[src/rtl/lf_pkg.sv]
// Shared constants and FSM state type for the LF ADC decimator family.
package lf_pkg;

  localparam int unsigned SAMPLE_W = 8;
  localparam int unsigned MAX_LOG2 = 7;
  localparam int unsigned ACC_W    = SAMPLE_W + MAX_LOG2;

  typedef enum logic {
    ST_IDLE  = 1'b0,
    ST_ACCUM = 1'b1
  } state_e;

endpackage

[src/rtl/lf_minmax_track.sv]
// Running min/max tracker. The first sample of a run loads both extremes directly.
// min_c/max_c show the extremes including the current sample, before it is registered.
module lf_minmax_track
  import lf_pkg::*;
#(
  parameter int unsigned W = SAMPLE_W
) (
  input  logic         clk,
  input  logic         reset,
  input  logic         load,
  input  logic         first,
  input  logic [W-1:0] sample,
  output logic [W-1:0] min_c,
  output logic [W-1:0] max_c
);

  logic [W-1:0] min_q;
  logic [W-1:0] max_q;

  always_comb begin
    min_c = sample;
    max_c = sample;
    if (!first) begin
      if (min_q < sample) min_c = min_q;
      if (max_q > sample) max_c = max_q;
    end
  end

  always_ff @(posedge clk) begin
    if (reset) begin
      min_q <= '0;
      max_q <= '0;
    end else if (load) begin
      min_q <= min_c;
      max_q <= max_c;
    end
  end

endmodule

[src/rtl/lf_adc_decimator.sv]
// LF ADC sample decimator: averages 2^decim_log2 samples per window and reports
// avg/min/max through a one-deep valid/ready buffer with a sticky overrun flag.
module lf_adc_decimator #(
  parameter int unsigned SAMPLE_W = lf_pkg::SAMPLE_W,
  parameter int unsigned MAX_LOG2 = lf_pkg::MAX_LOG2
) (
  input  logic                pck0,
  input  logic                reset,
  input  logic                enable,
  input  logic                adc_clk,
  input  logic [SAMPLE_W-1:0] adc_d,
  input  logic [2:0]          decim_log2,
  input  logic                clr_overrun,
  input  logic                out_ready,
  output logic                out_valid,
  output logic [SAMPLE_W-1:0] out_avg,
  output logic [SAMPLE_W-1:0] out_min,
  output logic [SAMPLE_W-1:0] out_max,
  output logic                overrun
);

  localparam int unsigned ACC_W = SAMPLE_W + MAX_LOG2;
  localparam int unsigned CNT_W = MAX_LOG2 + 1;

  lf_pkg::state_e      state;
  logic                adc_clk_q;
  logic [ACC_W-1:0]    acc;
  logic [CNT_W-1:0]    cnt;
  logic [2:0]          win_log2;

  logic                strobe_c;
  logic                take_c;
  logic                first_c;
  logic                last_c;
  logic                done_c;
  logic                load_c;
  logic                drop_c;
  logic [ACC_W-1:0]    acc_sum_c;
  logic [CNT_W-1:0]    win_len_c;
  logic [SAMPLE_W-1:0] avg_c;
  logic [SAMPLE_W-1:0] min_c;
  logic [SAMPLE_W-1:0] max_c;

  // Window bookkeeping; the completing sample is folded in before the result is formed.
  always_comb begin
    strobe_c  = adc_clk & ~adc_clk_q;
    take_c    = (state == lf_pkg::ST_ACCUM) & enable & strobe_c;
    first_c   = (cnt == '0);
    acc_sum_c = acc + ACC_W'(adc_d);
    win_len_c = CNT_W'(1) << win_log2;
    last_c    = ((cnt + CNT_W'(1)) == win_len_c);
    done_c    = take_c & last_c;
    avg_c     = SAMPLE_W'(acc_sum_c >> win_log2);
    load_c    = done_c & (~out_valid | out_ready);
    drop_c    = done_c & out_valid & ~out_ready;
  end

  lf_minmax_track #(
    .W(SAMPLE_W)
  ) u_minmax (
    .clk    (pck0),
    .reset  (reset),
    .load   (take_c),
    .first  (first_c),
    .sample (adc_d),
    .min_c  (min_c),
    .max_c  (max_c)
  );

  // FSM and accumulator; a completed window restarts in place so no strobe is lost.
  always_ff @(posedge pck0) begin
    if (reset) begin
      state     <= lf_pkg::ST_IDLE;
      adc_clk_q <= 1'b0;
      acc       <= '0;
      cnt       <= '0;
      win_log2  <= '0;
    end else begin
      adc_clk_q <= adc_clk;
      if (!enable) begin
        state <= lf_pkg::ST_IDLE;
        acc   <= '0;
        cnt   <= '0;
      end else if (state == lf_pkg::ST_IDLE) begin
        state    <= lf_pkg::ST_ACCUM;
        win_log2 <= decim_log2;
        acc      <= '0;
        cnt      <= '0;
      end else if (take_c) begin
        if (last_c) begin
          acc      <= '0;
          cnt      <= '0;
          win_log2 <= decim_log2;
        end else begin
          acc <= acc_sum_c;
          cnt <= cnt + CNT_W'(1);
        end
      end
    end
  end

  // One-deep result buffer; a result arriving while the buffer is held is dropped.
  always_ff @(posedge pck0) begin
    if (reset) begin
      out_valid <= 1'b0;
      out_avg   <= '0;
      out_min   <= '0;
      out_max   <= '0;
      overrun   <= 1'b0;
    end else begin
      if (load_c) begin
        out_valid <= 1'b1;
        out_avg   <= avg_c;
        out_min   <= min_c;
        out_max   <= max_c;
      end else if (out_valid && out_ready) begin
        out_valid <= 1'b0;
      end
      if (drop_c) begin
        overrun <= 1'b1;
      end else if (clr_overrun) begin
        overrun <= 1'b0;
      end
    end
  end

endmodule

[config.mk]
export PLATFORM = sky130hd
export DESIGN_NAME = lf_adc_decimator
export DESIGN_NICKNAME = d
export VERILOG_FILES = /design/src/rtl/lf_pkg.sv /design/src/rtl/lf_minmax_track.sv /design/src/rtl/lf_adc_decimator.sv
export SDC_FILE = /design/constraint.sdc
export NUM_CORES = 1
export LEC_CHECK = 0
export CAP_MARGIN = 20
export CORE_MARGIN = 3
export CORE_UTILIZATION = 63
export DETAILED_ROUTE_END_ITERATION = 7
export HOLD_SLACK_MARGIN = 0.06
export PLACE_DENSITY = 0.93
export SLEW_MARGIN = 20
export SYNTH_ARGS = -nofsm -noshare
export SYNTH_HDL_FRONTEND = slang
export SYNTH_SLANG_ARGS = --single-unit
[constraint.sdc]
create_clock -name pck0 -period 9.8 [get_ports pck0]
set_input_delay 2.94 -clock pck0 [delete_from_list [all_inputs] [get_ports pck0]]
set_output_delay 2.94 -clock pck0 [all_outputs]
set_load 0.01 [all_outputs]
* Yosys cells after proc, flatten, opt, wreduce, memory -nomap -nowiden
Cells that the tools add are included.
Widths: inputs -> output; s select.
** Word-level totals
- Input port bits :: 17
- Register bits after elaboration :: 70
- Logic and storage cells :: 54
** Operators by class
- Eq/ne operators :: 3
- Muxes and demuxes :: 14
- Bitwise logic cells :: 13
- Reductions and logical operators :: 6
- Shifts and indexed selects :: 2
- Magnitude comparators :: 2
- Add/sub/neg operators :: 2
** Operator list (number)
- $mux 8 :: 5
- $add 15x8->15 :: 1
- $mux 15 :: 1
- $shr 15x3->8 :: 1
- $mux 3 :: 3
- $add 8x1->8 const B :: 1
- $eq 8x8->1 :: 1
- $gt 8x8->1 :: 1
- $logic_not 8->1 :: 1
- $lt 8x8->1 :: 1
- $shl 1x3->8 const A :: 1
- $and 1x1->1 :: 7
- $mux 1 :: 5
- $not 1->1 :: 5
- $ne 2x1->1 const B :: 2
- $reduce_bool 2->1 :: 2
- $reduce_and 3->1 :: 1
- $reduce_or 3->1 :: 1
- $logic_and 1x1->1 :: 1
- $or 1x1->1 :: 1

* Logic depth before layout (Yosys ltp)
Gate-level depths: netlist of the first run.
- Depth in word-level cells :: 7
- Gate-level depth with buffers :: 12
- Mapped depth without buffers :: 10

* Hierarchy
From an unflattened synthesis of the first run, not the netlist that was laid out.
** Unflattened totals
- Cell total of the unflattened synthesis :: 570
- Area, all modules :: 4623.2 µm²
** Modules (own cells, without submodules)
- lf_adc_decimator :: area an instance 3372.0 µm², cells each 438, sequential area each 1081.0 µm², instances 1
- lf_minmax_track :: area an instance 1251.2 µm², cells each 132, sequential area each 320.3 µm², instances 1

* Worst setup path after synthesis of the first run
OpenSTA, ideal clock, no wires.
- Kind :: input to register
- Start point :: in adc_d[0]
- End point :: reg out_avg[2]
- Data required time :: 9.668 ns
- Slack :: 4.675 ns
- Cell stages on the path :: 10
- Data arrival time :: 4.994 ns
- Path through :: ha_1 -> inv_1 -> fa_1 -> nand2b_1 -> a211o_1 -> a21oi_1 -> nand2b_1 -> o22ai_1 -> a2111oi_4 -> nor3_1
** On the way
- Word-level cells in the longest chain between the ends :: 2
** Ends and longest elaborated chain
- from (decl) :: line lf_adc_decimator.sv:11 : input logic [SAMPLE_W-1:0] adc_d,
- $add 15x8->15 :: line lf_adc_decimator.sv:49 : acc_sum_c = acc + ACC_W'(adc_d);
- $shr 15x3->8 :: line lf_adc_decimator.sv:53 : avg_c = SAMPLE_W'(acc_sum_c >> win_log2);
- to (signal assigned) :: line lf_adc_decimator.sv:113 : out_avg <= avg_c;
- to (decl) :: line lf_adc_decimator.sv:16 : output logic [SAMPLE_W-1:0] out_avg,
Every way passes these cells.
A chain may end at the register's enable or synchronous reset.

* Final worst setup path of the first run
- Start point :: in adc_d[0]
- End point :: reg out_avg[7]
Same word-level chain as after synthesis.

==> impl_metrics.json, run 1 <==
{
  "path_class": "input port to flip-flop",
  "dp.final_hpwl_um": 10100,
  "slew_headroom_pct": 33.0,
  "ant_nets": 0,
  "grt.overflow.total": 0,
  "port_buffers": 42,
  "drv_cap": 0,
  "required_ps": 10050,
  "regArea_sq_um": 1400,
  "worst_pin_slew_ps": 1000,
  "wl_met1_um": 6000,
  "setup_viol": 0,
  "synth_mux_area_share_pct": 5.38,
  "powerDensity_nw_per_um2": 113,
  "multi_input_comb_area_sq_um": 3350,
  "async_reset_ff_share_pct": 0,
  "yosysTopAreaCellShare_pct": 27.5,
  "slowest_delay_ps": 660,
  "post-cts-setup-buffer-count": 0,
  "status": "completed",
  "cp_max_fo": 9,
  "max_clock_freq_ghz": 0.172,
  "cp-start-kind": "input port",
  "viasPerCell": 6.62,
  "hold_viol": 0,
  "clock_path_buffers": 2,
  "critPathBufInv": 2,
  "clk_latency_ps": 370,
  "ctsResizeCount": 0,
  "vias": 5238,
  "area_delta_synth_final_pct": 10.7,
  "synth_seq_cells": 70,
  "grt_pass1_wl_um": 22900,
  "cts_htree_levels": 3,
  "drtPass1Iterations": 6,
  "cts_tree": "built",
  "syn_avg_cell_area_sq_um": 7.53,
  "slew_viol_final": 0,
  "die-area_sq_um": 9200,
  "wl_met3_um": 1420,
  "drc_errors": 0,
  "io_pins": 43,
  "drt_wl_total_um": 14400,
  "diodes": 0,
  "ys_top_cells_by_count": "nand2_1 (114), dfxtp_1 (70), a21oi_1 (47)",
  "seq_area_frac_synth_pct": 27.5,
  "yosysTopAreaCell": "dfxtp_1",
  "cts.sinks": 70,
  "synth_top_cells_by_area": "dfxtp_1 (27%), nand2_1 (8.4%), ha_1 (6.1%), mux2i_1 (4.7%), a21oi_1 (4.6%)",
  "stdcell_count": 791,
  "synth_top_family_by_area": "simple AND/OR/NAND/NOR gates",
  "p_leak_nw": 2.06,
  "yosysUniqueCellTypes": 75,
  "wl_met2_um": 6570,
  "grtUsageTotal_pct": 32.2,
  "grt_pass1_vias": 4590,
  "die_h_um": 95.9,
  "synth_compound_area_share_pct": 23.9,
  "rows": 32,
  "finalCritPeriodShare_pct": 59.3,
  "synth_area_sq_um": 5100,
  "postSynthCellCount": 677,
  "start_util_pct": 65.3,
  "synthXorXnorAreaFrac_pct": 2.92,
  "synth_edf_count": 0,
  "synthSimpleGateAreaFrac_pct": 26.9,
  "wl_per_cell_um": 18.2,
  "slowest_stage": "clkdlybuf4s50_1",
  "rsz0062_at_grt": "false",
  "ys_warn_count": 0,
  "gp_congestion": 0.937,
  "grt_start_max_net_pins": 37,
  "finish.utilization_pct": 72.3,
  "drive_gt1_share_pct": 5.08,
  "fillers": 622,
  "cp_cell_sequence": "clkdlybuf4s50_1 -> ha_1 -> inv_1 -> fa_1 -> nand2b_1 -> a211o_1 -> a21oi_1 -> a31oi_1 -> o211a_1 -> o211ai_1 -> o32ai_1",
  "clk_pin_slew_ps": 80,
  "synth.most_common_cell": "nand2_1",
  "fin_crit_ps": 5810,
  "nets": 727,
  "postSynthNetCount": 720,
  "cts_buffers": 9,
  "skew_ps": 7.94,
  "first_iter_violations": 457,
  "arrival_ps": 6060,
  "cts_root_buf": "clkbuf_8",
  "hp-class": "flip-flop to flip-flop",
  "die_x_um": 95.9,
  "crit_path_end_kind": "flip-flop",
  "synth_ff_type": "dfxtp_1",
  "place_inst": 774,
  "synthAdderAreaFrac_pct": 6.53,
  "setup_tns_ps": 0,
  "cp_top_family": "compound AO/OA/AOI/OAI gates",
  "top_layer": "met4",
  "antenna_found_initial": 0,
  "ir_drop_uv": 90.4,
  "core_area_sq_um": 7810,
  "hold_buffers": 0
}
[state kept, by name (all words and copies together), names as in the netlist]
name,count
acc,15
adc_clk_q,1
cnt,8
out_avg,8
out_max,8
out_min,8
out_valid,1
overrun,1
state,1
u_minmax.max_q,8
u_minmax.min_q,8
win_log2,3
[worst paths after layout]
path | cells after the start | startpoint | endpoint | slack [ps]
worst max-delay path | 11 | adc_d[0] | out_avg[7] | 3990
worst min-delay path | 2 | out_min[0] | out_min[0] | 450
worst max register to register | 6 | win_log2[0] | out_max[6] | 5890
worst min register to register | 2 | out_min[0] | out_min[0] | 450
[per-layer routing]
metal  GRT usage, %  up-vias
met5              0        -
met4           12.4        0
met3           7.43       46
met2           50.4      289
met1           43.0     2455
li1               -     2448
[kinds of logic (layout without fill, tap and decap cells)]
group / count (synthesis) / after routing
flops: 70 / 70
fa+ha+maj: 26 / 26
xor+xnor: 17 / 17
mux: 27 / 27
buf+inv: 81 / 93
simple gates: 280 / 280
compound gates: 176 / 176
[stage by stage]
stage                     power, mW  instance area [sq um]  hold slack [ps]  setup WS, ps
after CTS                     0.634                   5640              456          4040
after global routing          0.656                   5640              476          3770
after global placement        0.390                   5440              438          3730
after floorplan               0.364                   5100              436          4670
final                         0.635                   5640              455          3990
after detailed placement      0.393                   5440              447          3660
[area by class of cell]
type | instances | share of cell area (%)
Multi-Input combinational cell | 526 | 59.3
Clock buffer | 10 | 2.26
Inverter | 30 | 2.00
Timing Repair Buffer | 47 | 8.12
Clock inverter | 6 | 1.24
Sequential cell | 70 | 24.8
Tap cell | 102 | 2.26
[worst reg2reg max path: cells and delay by family, from the launching register on]
kind	cells	cell delay [ps]
compound gates	3	860
flops	1	970
simple gates	3	1920
[where the power goes]
part | total (mW) | internal (mW) | switching, mW
clock network | 0.245 | 0.119 | 0.126
logic | 0.0950 | 0.0348 | 0.0602
registers | 0.295 | 0.288 | 0.00631
total | 0.635 | 0.442 | 0.193
[layout by cell type, fill, tap and decap left out, types with 8 or more instances in the layout]
cell               n
nand2_1          114
dfxtp_1           70
a21oi_1           47
clkdlybuf4s50_1   42
nor2_1            40
o21ai_0           34
nand3_1           34
inv_1             29
ha_1              25
mux2i_1           24
nor3_1            21
or3_1             13
xnor2_1           11
nand2b_1          10
o21a_1             9
nor2b_1            9
o311ai_0           9
a311oi_1           9
clkbuf_8           9
nand4_1            8
a21o_1             8
Note: power is estimated with default switching activity, not from simulation.
==> run 2, diff against run 1 <==
Settings changed: CORE_UTILIZATION 63 to 59, PLACE_DENSITY 0.93 to 0.88.
Clock period 9.8 ns to 5.96 ns, I/O delays scaled along.
==> impl_metrics.json, run 2 (synthesis gave the netlist of run 1 again) <==
{
  "viasPerCell": 6.47,
  "hold_path_end": "out_min[5]",
  "io_pins": 43,
  "slew_viol_final": 0,
  "path_class": "input port to flip-flop",
  "final_cell_mix": "nand2_1 (114), dfxtp_1 (70), a21oi_1 (47)",
  "cts_htree_levels": 3,
  "antenna_found_initial": 0,
  "skew_ps": 13.3,
  "dp.final_hpwl_um": 10000,
  "cp_cell_sequence": "clkdlybuf4s50_1 -> ha_1 -> inv_1 -> fa_1 -> nand2b_1 -> a211o_1 -> a211oi_1 -> nand3_1 -> xnor2_1 -> o2111ai_1 -> o32ai_1",
  "critPathBufInv": 2,
  "rows": 33,
  "start_util_pct": 61.4,
  "first_iter_violations": 477,
  "grt_pass1_wl_um": 22900,
  "ir_drop_uv": 118,
  "setup_viol": 0,
  "hold_buffers": 0,
  "cts_buffers": 9,
  "slowest_delay_ps": 680,
  "cts_root_buf": "clkbuf_8",
  "finalCritPeriodShare_pct": 79.8,
  "clk_pin_slew_ps": 80,
  "powerDensity_nw_per_um2": 197,
  "fin_crit_ps": 4760,
  "fin_ws_ps": 1200,
  "grt.overflow.total": 0,
  "reg2reg_to": "out_max[7]",
  "fillers": 687,
  "place_inst": 780,
  "final_common_cell": "nand2_1",
  "rsz0062_at_grt": "false",
  "setup_tns_ps": 0,
  "grtUsageTotal_pct": 28.7,
  "die_x_um": 98.9,
  "grt_start_max_net_pins": 37,
  "cts.sinks": 70,
  "worst_pin_slew_ps": 969,
  "port_buffers": 42,
  "status": "completed",
  "largest_register": "acc",
  "slew_headroom_pct": 34.9,
  "hold_depth": 2,
  "reg2reg_depth": 7,
  "ant_nets": 0,
  "hold_viol": 0,
  "largest_reg_flops": 15,
  "placed_cell_area_sq_um": 5460,
  "drtPass1Iterations": 5,
  "cp_top_family": "compound AO/OA/AOI/OAI gates",
  "wl_per_cell_um": 17.9,
  "stdcell_count": 795,
  "clock_path_buffers": 2,
  "die-area_sq_um": 9790,
  "postLayoutCellArea_sq_um": 5710,
  "r2r_slack_ps": 2140,
  "area_delta_synth_final_pct": 12.0,
  "hp-class": "flip-flop to flip-flop",
  "required_ps": 6170,
  "diodes": 0,
  "cp-start-kind": "input port",
  "vias": 5145,
  "drv_cap": 0,
  "ctsResizeCount": 0,
  "p_leak_nw": 2.10,
  "dp_slack_ps": 928,
  "grt_pass1_vias": 4661,
  "reg2reg_from": "win_log2[0]",
  "crit_path_end_kind": "flip-flop",
  "holdCritStartpoint": "out_min[5]",
  "slowest_stage": "clkdlybuf4s50_1",
  "cts_tree": "built",
  "arrival_ps": 4970,
  "gp_congestion": 0.920,
  "nets": 729,
  "drt_wl_total_um": 14300,
  "drive_gt1_share_pct": 5.36,
  "die_h_um": 98.9,
  "clk_latency_ps": 360,
  "post-cts-setup-buffer-count": 0,
  "core_area_sq_um": 8300,
  "cp_max_fo": 9,
  "drc_errors": 0,
  "max_clock_freq_ghz": 0.210
}
run 2: cell count changes in the layout (fill, tap and decap cells not counted):
cell | previous run | this run
clkbuf_1 | 1 | 0
clkbuf_4 | 1 | 0
clkbuf_8 | 9 | 10
bufinv_16 | 1 | 3
buf_4 | 4 | 7
clkinv_4 | 1 | 0
clkinvlp_4 | 3 | 1
run 2: routing by layer:
layer,global-route usage (%),wire length [um]
met1,38.9,6060
met5,0,0
met3,4.74,1300
met2,45.9,6470
met4,10.6,434
run 2: worst register-to-register path: stages, from the launching register on:
cell	delay (ps)
dfxtp_1	970
clkinv_1	590
nand2_1	230
o21ai_0	160
a41oi_2	410
or3_1	820
nor3_4	240
a311oi_1	310
run 2: final cells by class:
type | count | area [sq um] | area share, %
multi-input cells | 526 | 3350 | 58.6
clock buffers | 10 | 138 | 2.41
well taps | 105 | 131 | 2.30
repair buffers | 49 | 473 | 8.29
inverters | 30 | 113 | 1.97
flip-flops and latches | 70 | 1400 | 24.6
clock inverters | 5 | 106 | 1.86
run 2: metrics by stage:
step / power [mW] / utilization [%] / hold slack, ps
after detailed placement: 0.648 / 65.8 / 442
after CTS: 1.12 / 68.8 / 454
after global placement: 0.643 / 65.8 / 439
after global routing: 1.16 / 68.8 / 472
after floorplan: 0.598 / - / 436
final: 1.12 / 68.8 / 453
run 2: worst max path at each step:
stage,start,to,depth (start not counted)
6_report,adc_d[0],out_avg[7],11
5_1_grt,adc_d[0],out_avg[7],11
4_1_cts,adc_d[0],out_avg[7],11
3_5_place_dp,adc_d[0],out_avg[7],11
3_3_place_gp,adc_d[0],out_avg[5],11
2_1_floorplan,adc_d[0],out_avg[2],10
run 2: power by group:
| group | switching [mW] | internal [mW] | total, mW |
|---|---|---|---|
| logic | 0.0994 | 0.0581 | 0.158 |
| clock network | 0.192 | 0.289 | 0.480 |
| registers | 0.0103 | 0.474 | 0.485 |
==> run 3, diff against run 2 <==
Settings changed: CORE_UTILIZATION 59 to 53, PLACE_DENSITY 0.88 to 0.84.
Clock period 5.96 ns to 4.29 ns, I/O delays scaled along.
==> impl_metrics.json, run 3 (synthesis gave the netlist of run 1 again) <==
{
  "status": "completed",
  "finish.utilization_pct": 63.2,
  "grt.overflow.total": 0,
  "drive_gt1_share_pct": 8.02,
  "port_buffers": 42,
  "hold_buffers": 0,
  "slew_viol_final": 0,
  "postLayoutCellArea_sq_um": 5870,
  "r2r_slack_ps": 930,
  "required_ps": 4510,
  "die-area_sq_um": 10800,
  "grt_pass1_wl_um": 23800,
  "cts_root_buf": "clkbuf_8",
  "slew_headroom_pct": 40.4,
  "drtPass1Iterations": 5,
  "cts_tree": "built",
  "die_x_um": 104,
  "path_class": "input port to flip-flop",
  "nets": 749,
  "vias": 5197,
  "final_common_cell": "nand2_1",
  "setup_viol": 0,
  "p_leak_nw": 2.18,
  "cp_max_fo": 7,
  "dp_slack_ps": 81.7,
  "wl_per_cell_um": 17.3,
  "clock_path_buffers": 2,
  "ctsResizeCount": 0,
  "setup_tns_ps": 0,
  "cts_htree_levels": 3,
  "skew_ps": 10.5,
  "hp-class": "flip-flop to flip-flop",
  "clk_latency_ps": 360,
  "grt_start_max_net_pins": 32,
  "clk_pin_slew_ps": 90,
  "hold_viol": 0,
  "rows": 35,
  "drv_cap": 0,
  "final_cell_mix": "nand2_1 (114), dfxtp_1 (70), a21oi_1 (47)",
  "fin_ws_ps": 412,
  "finalCritPeriodShare_pct": 90.4,
  "area_delta_synth_final_pct": 15.1,
  "ir_drop_uv": 141,
  "drt_wl_total_um": 14600,
  "grt_pass1_vias": 4672,
  "diodes": 0,
  "powerDensity_nw_per_um2": 260,
  "max_clock_freq_ghz": 0.258,
  "ant_nets": 0,
  "drc_errors": 0,
  "first_iter_violations": 413,
  "antenna_found_initial": 0,
  "viasPerCell": 6.19,
  "slowest_delay_ps": 440,
  "largest_register": "acc",
  "cts_buffers": 9,
  "rsz0062_at_grt": "false",
  "crit_path_end_kind": "flip-flop",
  "grtUsageTotal_pct": 26.8,
  "gp_congestion": 0.926,
  "arrival_ps": 4100,
  "dp.final_hpwl_um": 10500,
  "die_h_um": 104,
  "start_util_pct": 54.9,
  "post-cts-setup-buffer-count": 0,
  "fin_crit_ps": 3880,
  "largest_reg_flops": 15,
  "worst_pin_slew_ps": 893,
  "cts.sinks": 70,
  "slowest_stage": "clkdlybuf4s50_1",
  "cp-start-kind": "input port",
  "placed_cell_area_sq_um": 5640,
  "cp_cell_sequence": "clkdlybuf4s50_1 -> buf_4 -> ha_1 -> a211oi_1 -> o21ai_1 -> o31ai_2 -> mux2i_1 -> or3_1 -> a32oi_1 -> a31oi_1",
  "io_pins": 43,
  "core_area_sq_um": 9280
}
run 3: changes by cell type in the layout (fill, tap and decap cells not counted), sizes merged:
cell,delta
buf,+20
clkinv,+1
bufinv,-1
inv,+1
run 3: where the power goes:
group | leakage [nW] | total [mW] | internal (mW) | switching [mW]
logic | 1.51 | 0.238 | 0.0922 | 0.146
registers | 0.566 | 0.671 | 0.659 | 0.0119
clock network | 0.107 | 0.619 | 0.333 | 0.286
run 3: metrics by stage:
step | hold slack (ps) | power, mW | std cells
after detailed placement | 445 | 0.916 | 824
after global placement | 439 | 0.909 | 824
after floorplan | 436 | 0.831 | 677
final | 456 | 1.53 | 840
after global routing | 486 | 1.58 | 840
after CTS | 456 | 1.53 | 840
run 3: path summary, 6_finish.rpt:
kind                     from          to  depth (start not counted)
hold reg to reg    out_min[6]  out_min[6]                          2
hold / removal     out_min[6]  out_min[6]                          2
setup / recovery     adc_d[1]  out_avg[5]                         10
setup reg to reg  win_log2[2]     acc[13]                          8
run 3: area by class of cell:
| type | count | area (sq um) |
|---|---|---|
| multi-input cells | 526 | 3350 |
| well taps | 129 | 161 |
| inverters | 30 | 113 |
| clock buffers | 10 | 128 |
| flip-flops and latches | 70 | 1400 |
| clock inverters | 6 | 93.8 |
| fillers | 807 | 3420 |
| repair buffers | 69 | 623 |
run 3: critical path: cells and delay by family:
kind,cells,cell delay (ps)
buf+inv,2,620
simple gates,1,390
mux,1,160
compound gates,5,1350
fa+ha+maj,1,290
run 3: metal layers:
| layer | wire, um | GRT usage (%) |
|---|---|---|
| met1 | 6470 | 37.1 |
| met2 | 6630 | 41.4 |
| met3 | 1140 | 5.03 |
| met4 | 328 | 10.1 |
| met5 | 0 | 0 |
